==> config.mk <==
export PLATFORM = sky130hd
export DESIGN_NAME = ssd_digit_scanner
export DESIGN_NICKNAME = d
export VERILOG_FILES = /design/src/rtl/ssd_pkg.sv /design/src/rtl/ssd_digit_scanner_slot_timer.sv /design/src/rtl/ssd_digit_scanner.sv
export SDC_FILE = /design/constraint.sdc
export NUM_CORES = 1
export LEC_CHECK = 0
export BUFFER_PORTS_ARGS = -buffer_cell sky130_fd_sc_hd__buf_2
export CORE_MARGIN = 5
export CORE_UTILIZATION = 58
export DETAILED_ROUTE_END_ITERATION = 7
export PLACE_DENSITY = 0.81
export REMOVE_ABC_BUFFERS = 1
export SYNTH_ARGS = -nofsm -noshare
export SYNTH_HDL_FRONTEND = slang
export SYNTH_SLANG_ARGS = --single-unit
==> constraint.sdc <==
create_clock -name clk -period 3.3 [get_ports clk]
set_input_delay 0.33 -clock clk [delete_from_list [all_inputs] [get_ports clk]]
set_output_delay 0.33 -clock clk [all_outputs]
set_load 0.05 [all_outputs]
==> src/rtl/ssd_pkg.sv <==
// Shared types and helpers for the seven-segment digit scanner.
package ssd_pkg;

  localparam int NIBBLE_W = 4;

  typedef enum logic [1:0] {
    IDLE  = 2'd0,
    BLANK = 2'd1,
    SHOW  = 2'd2
  } scanState_t;

  // Level that lights / darkens one anode line for the given polarity.
  function automatic logic ANODE_ON(input bit activeLow);
    return activeLow ? 1'b0 : 1'b1;
  endfunction

  function automatic logic ANODE_OFF(input bit activeLow);
    return activeLow ? 1'b1 : 1'b0;
  endfunction

endpackage

==> src/rtl/ssd_digit_scanner_slot_timer.sv <==
// Free-running slot counter: 0..REFRESH_DIV-1, held at zero while cleared.
module ssd_slot_timer
  import ssd_pkg::*;
#(
  parameter int REFRESH_DIV  = 50000,
  parameter int BLANK_CYCLES = 500
) (
  input  logic clk,
  input  logic rst_n,
  input  logic clear,
  output logic blankEnd,
  output logic slotEnd
);

  localparam int CNT_W = (REFRESH_DIV > 1) ? $clog2(REFRESH_DIV) : 1;

  logic [CNT_W-1:0] cntReg;

  assign slotEnd = !clear && (cntReg == CNT_W'(REFRESH_DIV - 1));

  generate
    if (BLANK_CYCLES > 0) begin : gBlank
      assign blankEnd = !clear && (cntReg == CNT_W'(BLANK_CYCLES - 1));
    end else begin : gNoBlank
      assign blankEnd = 1'b0;
    end
  endgenerate

  always_ff @(posedge clk or negedge rst_n) begin
    if (!rst_n) begin
      cntReg <= '0;
    end else if (clear || slotEnd) begin
      cntReg <= '0;
    end else begin
      cntReg <= cntReg + 1'b1;
    end
  end

endmodule

==> src/rtl/ssd_digit_scanner.sv <==
// Multiplexed scan controller for an N-digit common-anode display with
// blanking, frame-synchronous updates and leading-zero suppression.
module ssd_digit_scanner
  import ssd_pkg::*;
#(
  parameter int NUM_DIGITS       = 4,
  parameter int REFRESH_DIV      = 50000,
  parameter int BLANK_CYCLES     = 500,
  parameter int ANODE_ACTIVE_LOW = 1
) (
  input  logic                             clk,
  input  logic                             rst_n,
  input  logic                             enable,
  input  logic [NIBBLE_W*NUM_DIGITS-1:0]   value_in,
  input  logic                             load,
  input  logic                             blank_lz,
  output logic [NIBBLE_W-1:0]              hex_out,
  output logic [NUM_DIGITS-1:0]            anode,
  output logic [((NUM_DIGITS > 1) ? $clog2(NUM_DIGITS) : 1)-1:0] digit_idx,
  output logic                             frame_done
);

  localparam int IDX_W = (NUM_DIGITS > 1) ? $clog2(NUM_DIGITS) : 1;
  localparam int VAL_W = NIBBLE_W * NUM_DIGITS;
  localparam bit ACT_LOW = (ANODE_ACTIVE_LOW != 0);
  localparam scanState_t SLOT_START = (BLANK_CYCLES == 0) ? SHOW : BLANK;
  localparam logic [IDX_W-1:0] LAST_IDX = IDX_W'(NUM_DIGITS - 1);

  scanState_t stateReg, stateNext;
  logic [IDX_W-1:0]      digitIdxReg, idxNext;
  logic [VAL_W-1:0]      shadowReg, displayReg, displayNext;
  logic [NIBBLE_W-1:0]   hexOutReg, hexNext;
  logic [NUM_DIGITS-1:0] anodeReg, anodeNext;
  logic                  frameDoneReg, frameDoneNext;
  logic                  blankEnd, slotEnd, wrap, boundary;
  logic [NIBBLE_W-1:0]   nibbles [NUM_DIGITS];
  logic [NUM_DIGITS-1:0] nibbleZero, suppress;

  ssd_slot_timer #(
    .REFRESH_DIV (REFRESH_DIV),
    .BLANK_CYCLES(BLANK_CYCLES)
  ) uSlotTimer (
    .clk     (clk),
    .rst_n   (rst_n),
    .clear   (stateReg == IDLE),
    .blankEnd(blankEnd),
    .slotEnd (slotEnd)
  );

  always_ff @(posedge clk or negedge rst_n) begin
    if (!rst_n) stateReg <= IDLE;
    else        stateReg <= stateNext;
  end

  always_comb begin
    stateNext = stateReg;
    idxNext   = digitIdxReg;
    wrap      = 1'b0;
    boundary  = 1'b0;
    case (stateReg)
      IDLE: begin
        idxNext = '0;
        if (enable) begin
          stateNext = SLOT_START;
          boundary  = 1'b1;
        end
      end
      BLANK: begin
        if (!enable) begin
          stateNext = IDLE;
          idxNext   = '0;
        end else if (blankEnd) begin
          stateNext = SHOW;
        end
      end
      SHOW: begin
        if (!enable) begin
          stateNext = IDLE;
          idxNext   = '0;
        end else if (slotEnd) begin
          stateNext = SLOT_START;
          if (digitIdxReg == LAST_IDX) begin
            idxNext  = '0;
            wrap     = 1'b1;
            boundary = 1'b1;
          end else begin
            idxNext = digitIdxReg + 1'b1;
          end
        end
      end
      default: begin
        stateNext = IDLE;
        idxNext   = '0;
      end
    endcase
  end

  // A load coincident with the boundary bypasses the shadow.
  assign displayNext = boundary ? (load ? value_in : shadowReg) : displayReg;

  genvar gi;
  generate
    for (gi = 0; gi < NUM_DIGITS; gi++) begin : gDigit
      assign nibbles[gi]    = displayNext[gi*NIBBLE_W +: NIBBLE_W];
      assign nibbleZero[gi] = (nibbles[gi] == '0);
      assign suppress[gi]   = blank_lz && (gi != 0) && (&nibbleZero[NUM_DIGITS-1:gi]);
      assign anodeNext[gi]  = (stateNext == SHOW && idxNext == IDX_W'(gi) && !suppress[gi])
                              ? ANODE_ON(ACT_LOW) : ANODE_OFF(ACT_LOW);
    end
  endgenerate

  always_comb begin
    hexNext       = '0;
    frameDoneNext = wrap;
    if (stateNext != IDLE) hexNext = nibbles[idxNext];
  end

  always_ff @(posedge clk or negedge rst_n) begin
    if (!rst_n) begin
      shadowReg    <= '0;
      displayReg   <= '0;
      digitIdxReg  <= '0;
      hexOutReg    <= '0;
      anodeReg     <= {NUM_DIGITS{ANODE_OFF(ACT_LOW)}};
      frameDoneReg <= 1'b0;
    end else begin
      if (load) shadowReg <= value_in;
      displayReg   <= displayNext;
      digitIdxReg  <= idxNext;
      hexOutReg    <= hexNext;
      anodeReg     <= anodeNext;
      frameDoneReg <= frameDoneNext;
    end
  end

  assign hex_out    = hexOutReg;
  assign anode      = anodeReg;
  assign digit_idx  = digitIdxReg;
  assign frame_done = frameDoneReg;

endmodule
; Yosys cells after proc, flatten, opt, wreduce, memory -nomap -nowiden
; Cells that the tools add are included.
[word_totals]
in_bits = 21
reg_bits = 61
wordCells = 74
out_inout_bits = 11
[op_classes]
n_lt_le_gt_ge = 1
add_sub_neg = 2
bitwise = 1
muxes = 28
n_eq_ne = 9
reduce_logical = 25
[ops]
columns = cell, count
row1 = $mux 16, 3
row2 = $mux 2, 9
row3 = $add 16x1->16 const B, 1
row4 = $eq 16x16->1 const B, 1
row5 = $eq 16x9->1 const B, 1
row6 = $logic_and 1x1->1, 12
row7 = $logic_not 4->1, 3
row8 = $mux 4, 3
row9 = $eq 2x2->1 const B, 5
row10 = $mux 1, 9
row11 = $bmux 4 s2, 1
row12 = $pmux 2 s3, 1
row13 = $eq 2x1->1 const B, 2
row14 = $logic_not 1->1, 4
row15 = $logic_not 2->1, 2
row16 = $pmux 2 s2, 1
row17 = $ge 3x3->1 const B, 1
row18 = $not 2->3, 1
row19 = $reduce_and 3->1, 1
row20 = $add 2x1->2 const B, 1
row21 = $pmux 1 s2, 1
row22 = $reduce_and 2->1, 1
row23 = $reduce_bool 2->1, 1
row24 = $logic_or 1x1->1, 1

; Depth between registers and ports, before layout
[depth]
word_depth = 13
mapped_depth = 11
mapped_depth_nobuf = 9

; Hierarchy
; A second synthesis with hierarchy kept.
[hier_totals]
cells_unflattened = 246
area_unflattened_um2 = 2915.3
[by_module_without_submodules]
columns = mod, n_inst, cells_each, seq_area_each_um2, area_each_um2
row1 = ssd_digit_scanner, 1, 161, 1131.1, 2088.3
row2 = ssd_slot_timer, 1, 85, 400.4, 827.0

; Least setup slack after synthesis
; No wires, ideal clock.
[synth_timing]
path_kind = register to register
start = register uSlotTimer.cntReg[11]
end = register anodeReg[1], in the netlist anode[1]
setup_ns = 0.084
path_buffers = 2
required_time_ns = 3.216
stages_incl_launch_ff = 10
setup_slack_ns = 0.584
arrival_ns = 2.631
synth_period_minus_slack_ns = 2.716
path_cell_list = dfrtp_1 > or4_4 > nor4_1 > a22o_1 > buf_2 > buf_4 > mux2i_1 > and4_1 > nand4_1 > o2111ai_1
[synth_between]
elab_chain_cells = 12
elab_cells_between_ends = 27
classes_between = 4 x eq/ne / 13 x mux / 10 x reduce/logical
[synth_rtl]
columns = element, line
row1 = from (decl), ssd_digit_scanner_slot_timer.sv:17  ; logic [CNT_W-1:0] cntReg;
row2 = from (signal assigned), ssd_digit_scanner_slot_timer.sv:35  ; cntReg <= cntReg + 1'b1;
row3 = $eq 16x16->1, ssd_digit_scanner_slot_timer.sv:19  ; assign slotEnd = !clear && (cntReg == CNT_W'(REFRESH_DIV - 1));
row4 = $logic_and 1x1->1, ssd_digit_scanner_slot_timer.sv:19
row5 = $mux 1, ssd_digit_scanner.sv:80  ; end else if (slotEnd) begin
row6 = $mux 1, ssd_digit_scanner.sv:77  ; if (!enable) begin
row7 = $pmux 1 s2, ssd_digit_scanner.sv:60  ; case (stateReg)
row8 = $mux 16, ssd_digit_scanner.sv:99  ; assign displayNext = boundary ? (load ? value_in : shadowReg) : displayReg;
row9 = $logic_not 4->1, ssd_digit_scanner.sv:105  ; assign nibbleZero[gi] = (nibbles[gi] == '0);
row10 = $reduce_and 3->1, ssd_digit_scanner.sv:106  ; assign suppress[gi] = blank_lz && (gi != 0) && (&nibbleZero[NUM_DIGITS-1:gi]);
row11 = $logic_and 1x1->1, ssd_digit_scanner.sv:106
row12 = $logic_not 1->1, ssd_digit_scanner.sv:107  ; assign anodeNext[gi] = (stateNext == SHOW && idxNext == IDX_W'(gi) && !suppress[gi])
row13 = $logic_and 1x1->1 (*), ssd_digit_scanner.sv:107
row14 = $mux 1 (*), ssd_digit_scanner.sv:108  ; ? ANODE_ON(ACT_LOW) : ANODE_OFF(ACT_LOW);
row15 = net anodeNext[1], ssd_digit_scanner.sv:33  ; logic [NUM_DIGITS-1:0] anodeReg, anodeNext;
row16 = to (signal assigned), ssd_digit_scanner.sv:124  ; anodeReg <= {NUM_DIGITS{ANODE_OFF(ACT_LOW)}};
row17 = to (signal assigned), ssd_digit_scanner.sv:131  ; anodeReg <= anodeNext;
row18 = to (decl), ssd_digit_scanner.sv:33
; Mark *: on every way through the listed nets, which the timed path passes. The rest lies on a longest branch.

; Worst setup path in the final report
[layout_timing]
start = register uSlotTimer.cntReg[11]
end = register hexOutReg[0], in the netlist hex_out[0]
[layout_between]
elab_chain_cells = 10
elab_cells_between_ends = 22
classes_between = 2 x eq/ne / 16 x mux / 1 x bitwise / 3 x reduce/logical
[layout_rtl]
columns = element, line
row1 = $eq 16x16->1, ssd_digit_scanner_slot_timer.sv:19
row2 = $logic_and 1x1->1, ssd_digit_scanner_slot_timer.sv:19
row3 = $mux 1 or $mux 2 (tied branches), ssd_digit_scanner.sv:80
row4 = $mux 1 or $mux 2 (tied branches), ssd_digit_scanner.sv:77
row5 = $pmux 1 s2 or $pmux 2 s2 (tied branches), ssd_digit_scanner.sv:60
row6 = $mux 16 or $not 2->3 (tied branches), "ssd_digit_scanner.sv:99, ssd_digit_scanner.sv:115"
row7 = $bmux 4 s2, ssd_digit_scanner.sv:115  ; if (stateNext != IDLE) hexNext = nibbles[idxNext];
row8 = $mux 4 (not written as such) (2 in series), ssd_digit_scanner.sv:115
row9 = $mux 4 (*), ssd_digit_scanner.sv:115
row10 = net hexNext[0], ssd_digit_scanner.sv:32  ; logic [NIBBLE_W-1:0] hexOutReg, hexNext;
row11 = to (signal assigned), ssd_digit_scanner.sv:130  ; hexOutReg <= hexNext;
row12 = to (decl), ssd_digit_scanner.sv:32
; Mark *: on every way through the listed nets, which the timed path passes. The rest lies on a longest branch. The select of a mux whose other input is x is not followed.

==> flow_summary.ini <==
[status]
outcome = finished clean

[cells_and_area]
nets = 313
diodes = 0
drive_gt1_frac = 0.268
synthToLayoutAreaGrowth_pct = 14.7
fillers = 361

[global_route]
grt.busiest_layer = met2
grt_max_degree = 51
grt.total_usage = 0.195
grtUsageMet1 = 0.238
antenna_found_initial = 0
grt.overflow.total = 0
grt_pass1_wl_mm = 9.37
first_global_vias = 2013
grt_use_met3 = 0.0576
grt_use_met2 = 0.316

[placement]
place.gp.congestion = 0.892
portBuffers = 31
hpwl_mm = 3.96

[synthesis]
synth_edf_count = 0
yosysUniqueCellTypes = 48
syn_inst = 246
post-synth-top-count-cell = dfrtp_1
ys_seq_elements = 61
synth.largest_area_cell = dfrtp_1
synth_warnings = 0
synthesis.area_um2 = 2830
asyncSetResetFlopFracSynth = 1.00
synthTopCellsByArea = dfrtp_1, mux2_2, mux2i_1
ys.flop_type = dfrtp_1
synthTopCellsByCount = dfrtp_1, nor2_1, mux2i_1
synth_top_area_frac = 0.504
synth.avg_cell_area_um2 = 11.5
seq_area_frac_synth = 0.541

[clocking]
htreeDepth = 3
numCtsBuffers = 9
cts_tree = done
ctsHoldBuffers = 0
clock-root-buffer = clkbuf_8
ctsResizeCount = 0
postCtsSetupBuffers = 0
clkSlewWorstSetupHoldPaths_ns = 0.07
insertion_delay_ns = 0.33
cts_max_path_buffers = 2
clock-sinks = 61

[routing]
dr.pass1.iters = 4
final_antenna_net_count = 0
drt-initial-drc-count = 84
drt-wirelength-per-cell_um = 15.2
drt_wl_total_mm = 5.45
drc = 0
vias = 1918
via_per_inst = 5.36

[sta]
fmax_mhz = 343
tns_ns = 0
worstMarginPinSlew_ns = 1.10
rsz0062_at_grt = false
layout_worst_path_cycle_share = 0.882
fin_crit_ns = 2.91
finalHoldViolCount = 0
slew_headroom = 0.268
finalSetupViolations = 0
fin_hold_ws_ns = 0.210
skew_ns = 0.00717
slew_viol_final = 0

[pwr]
power.internal_mw = 1.44
p_leak_nw = 1.50
power_mw = 2.18
peakVddDrop_uv = 445
p_per_area_nw_per_um2 = 670
power.switching_mw = 0.731
swShare = 0.336
clkPwrFrac = 0.270
p_seq_frac = 0.441
pwr-share-comb = 0.289

[critical_path]
worstPathMaxFanout = 10
crit_path_end_kind = flip-flop
cp.arrival_ns = 3.16
required_ns = 3.55
reg2reg_depth = 7
worstSetupPathType = flip-flop to flip-flop
cp-start-kind = flip-flop

[floorplan]
io_pins = 32
core_area_um2 = 4720
std_cell_rows = 25
die_h_um = 79.9
dieArea_um2 = 6380
fp.dieW_um = 79.9
initial_core_util = 0.600

[run]
drv_cap = 0

[hold_path]
hp-class = primary input to asynchronous set/reset pin
[state kept, by name, indices dropped and copies added, names as in the netlist]
register and flops:
shadowReg 16, anode 4, displayReg 16, frame_done 1, digit_idx 2, hex_out 4
uSlotTimer.cntReg 16, stateReg 2
[critical path: stages (launching register included)]
cell and delay [ns]:
dfrtp_1 0.42, or4_4 0.56, or4_4 0.59, o311ai_4 0.28
and2b_1 0.39, mux2i_1 0.27, a22oi_1 0.11, a21oi_1 0.20
[metal layers]
layer | routed length [µm] | vias to the layer above
met5 | 0 | -
met4 | 132 | 0
met3 | 281 | 15
met2 | 2630 | 46
met1 | 2410 | 923
li1 | - | 934
[cell type report]
type | instances | area, µm² | area share
clock buffer | 13 | 159 | 0.0489
timing repair buffer | 36 | 193 | 0.0593
tap | 67 | 83.8 | 0.0258
clock inverter | 3 | 20.0 | 0.00616
inverter | 19 | 71.3 | 0.0219
sequential | 61 | 1530 | 0.471
multi-input combinational | 159 | 1190 | 0.367
[layout by cell type (no fill, tap or decap), types with 2 or more instances in the layout]
master       n
mux2i_1     20
ha_1         6
xor2_1       9
a31oi_1      2
mux2_2      19
and3_1       5
and2b_1      2
o21ai_0      2
dfstp_2      4
nand3_1      7
or4_4        2
xnor2_1      3
buf_4        5
a21oi_1     12
and4_1       2
a22oi_1      3
nand2_1     14
or3_1        2
nand4_1      3
dfrtp_1     57
clkbuf_1     2
buf_2       31
and2_1       2
nor2b_1      3
clkinvlp_4   2
clkbuf_8    11
inv_1       19
nor2_1      21
[stage by stage]
stage | setup WS, ns | area [µm²] | cells | util
after floorplan | 0.377 | 2790 | 239 | -
after global placement | 0.473 | 3070 | 342 | 0.650
after detailed placement | 0.415 | 3070 | 342 | 0.650
after CTS | 0.396 | 3250 | 358 | 0.688
after global routing | 0.191 | 3250 | 358 | 0.688
final | 0.388 | 3250 | 358 | 0.688
[power groups by stage]
stage | Clock (mW) | Combinational (mW) | Sequential, mW
final | 0.587 | 0.629 | 0.959
after global routing | 0.643 | 0.701 | 0.976
after CTS | 0.605 | 0.634 | 0.961
after detailed placement | 0 | 0.632 | 0.975
after global placement | 0 | 0.608 | 0.967
after floorplan | 0 | 0.387 | 1.03
[worst paths after layout]
| kind | start | endpoint | slack (ns) |
|---|---|---|---|
| worst max-delay path | uSlotTimer.cntReg[11] | hex_out[0] | 0.39 |
| worst min-delay path | rst_n | digit_idx[0] | 0.21 |
| worst max register to register | uSlotTimer.cntReg[11] | hex_out[0] | 0.39 |
| worst min register to register | uSlotTimer.cntReg[0] | uSlotTimer.cntReg[0] | 0.48 |
| max in group asynchronous | rst_n | shadowReg[0] | 2.32 |
| min in group clk | value_in[2] | shadowReg[2] | 0.25 |
[logic make-up (layout without fill, tap and decap cells)]
group | Yosys count | after routing | synth area share
xor+xnor | 12 | 12 | 0.0371
simple gates | 73 | 73 | 0.137
fa+ha+maj | 6 | 6 | 0.0265
flops | 61 | 61 | 0.541
mux | 39 | 39 | 0.146
buf+inv | 26 | 71 | 0.0389
compound gates | 29 | 29 | 0.0733
(Power assumes the default switching activity.)
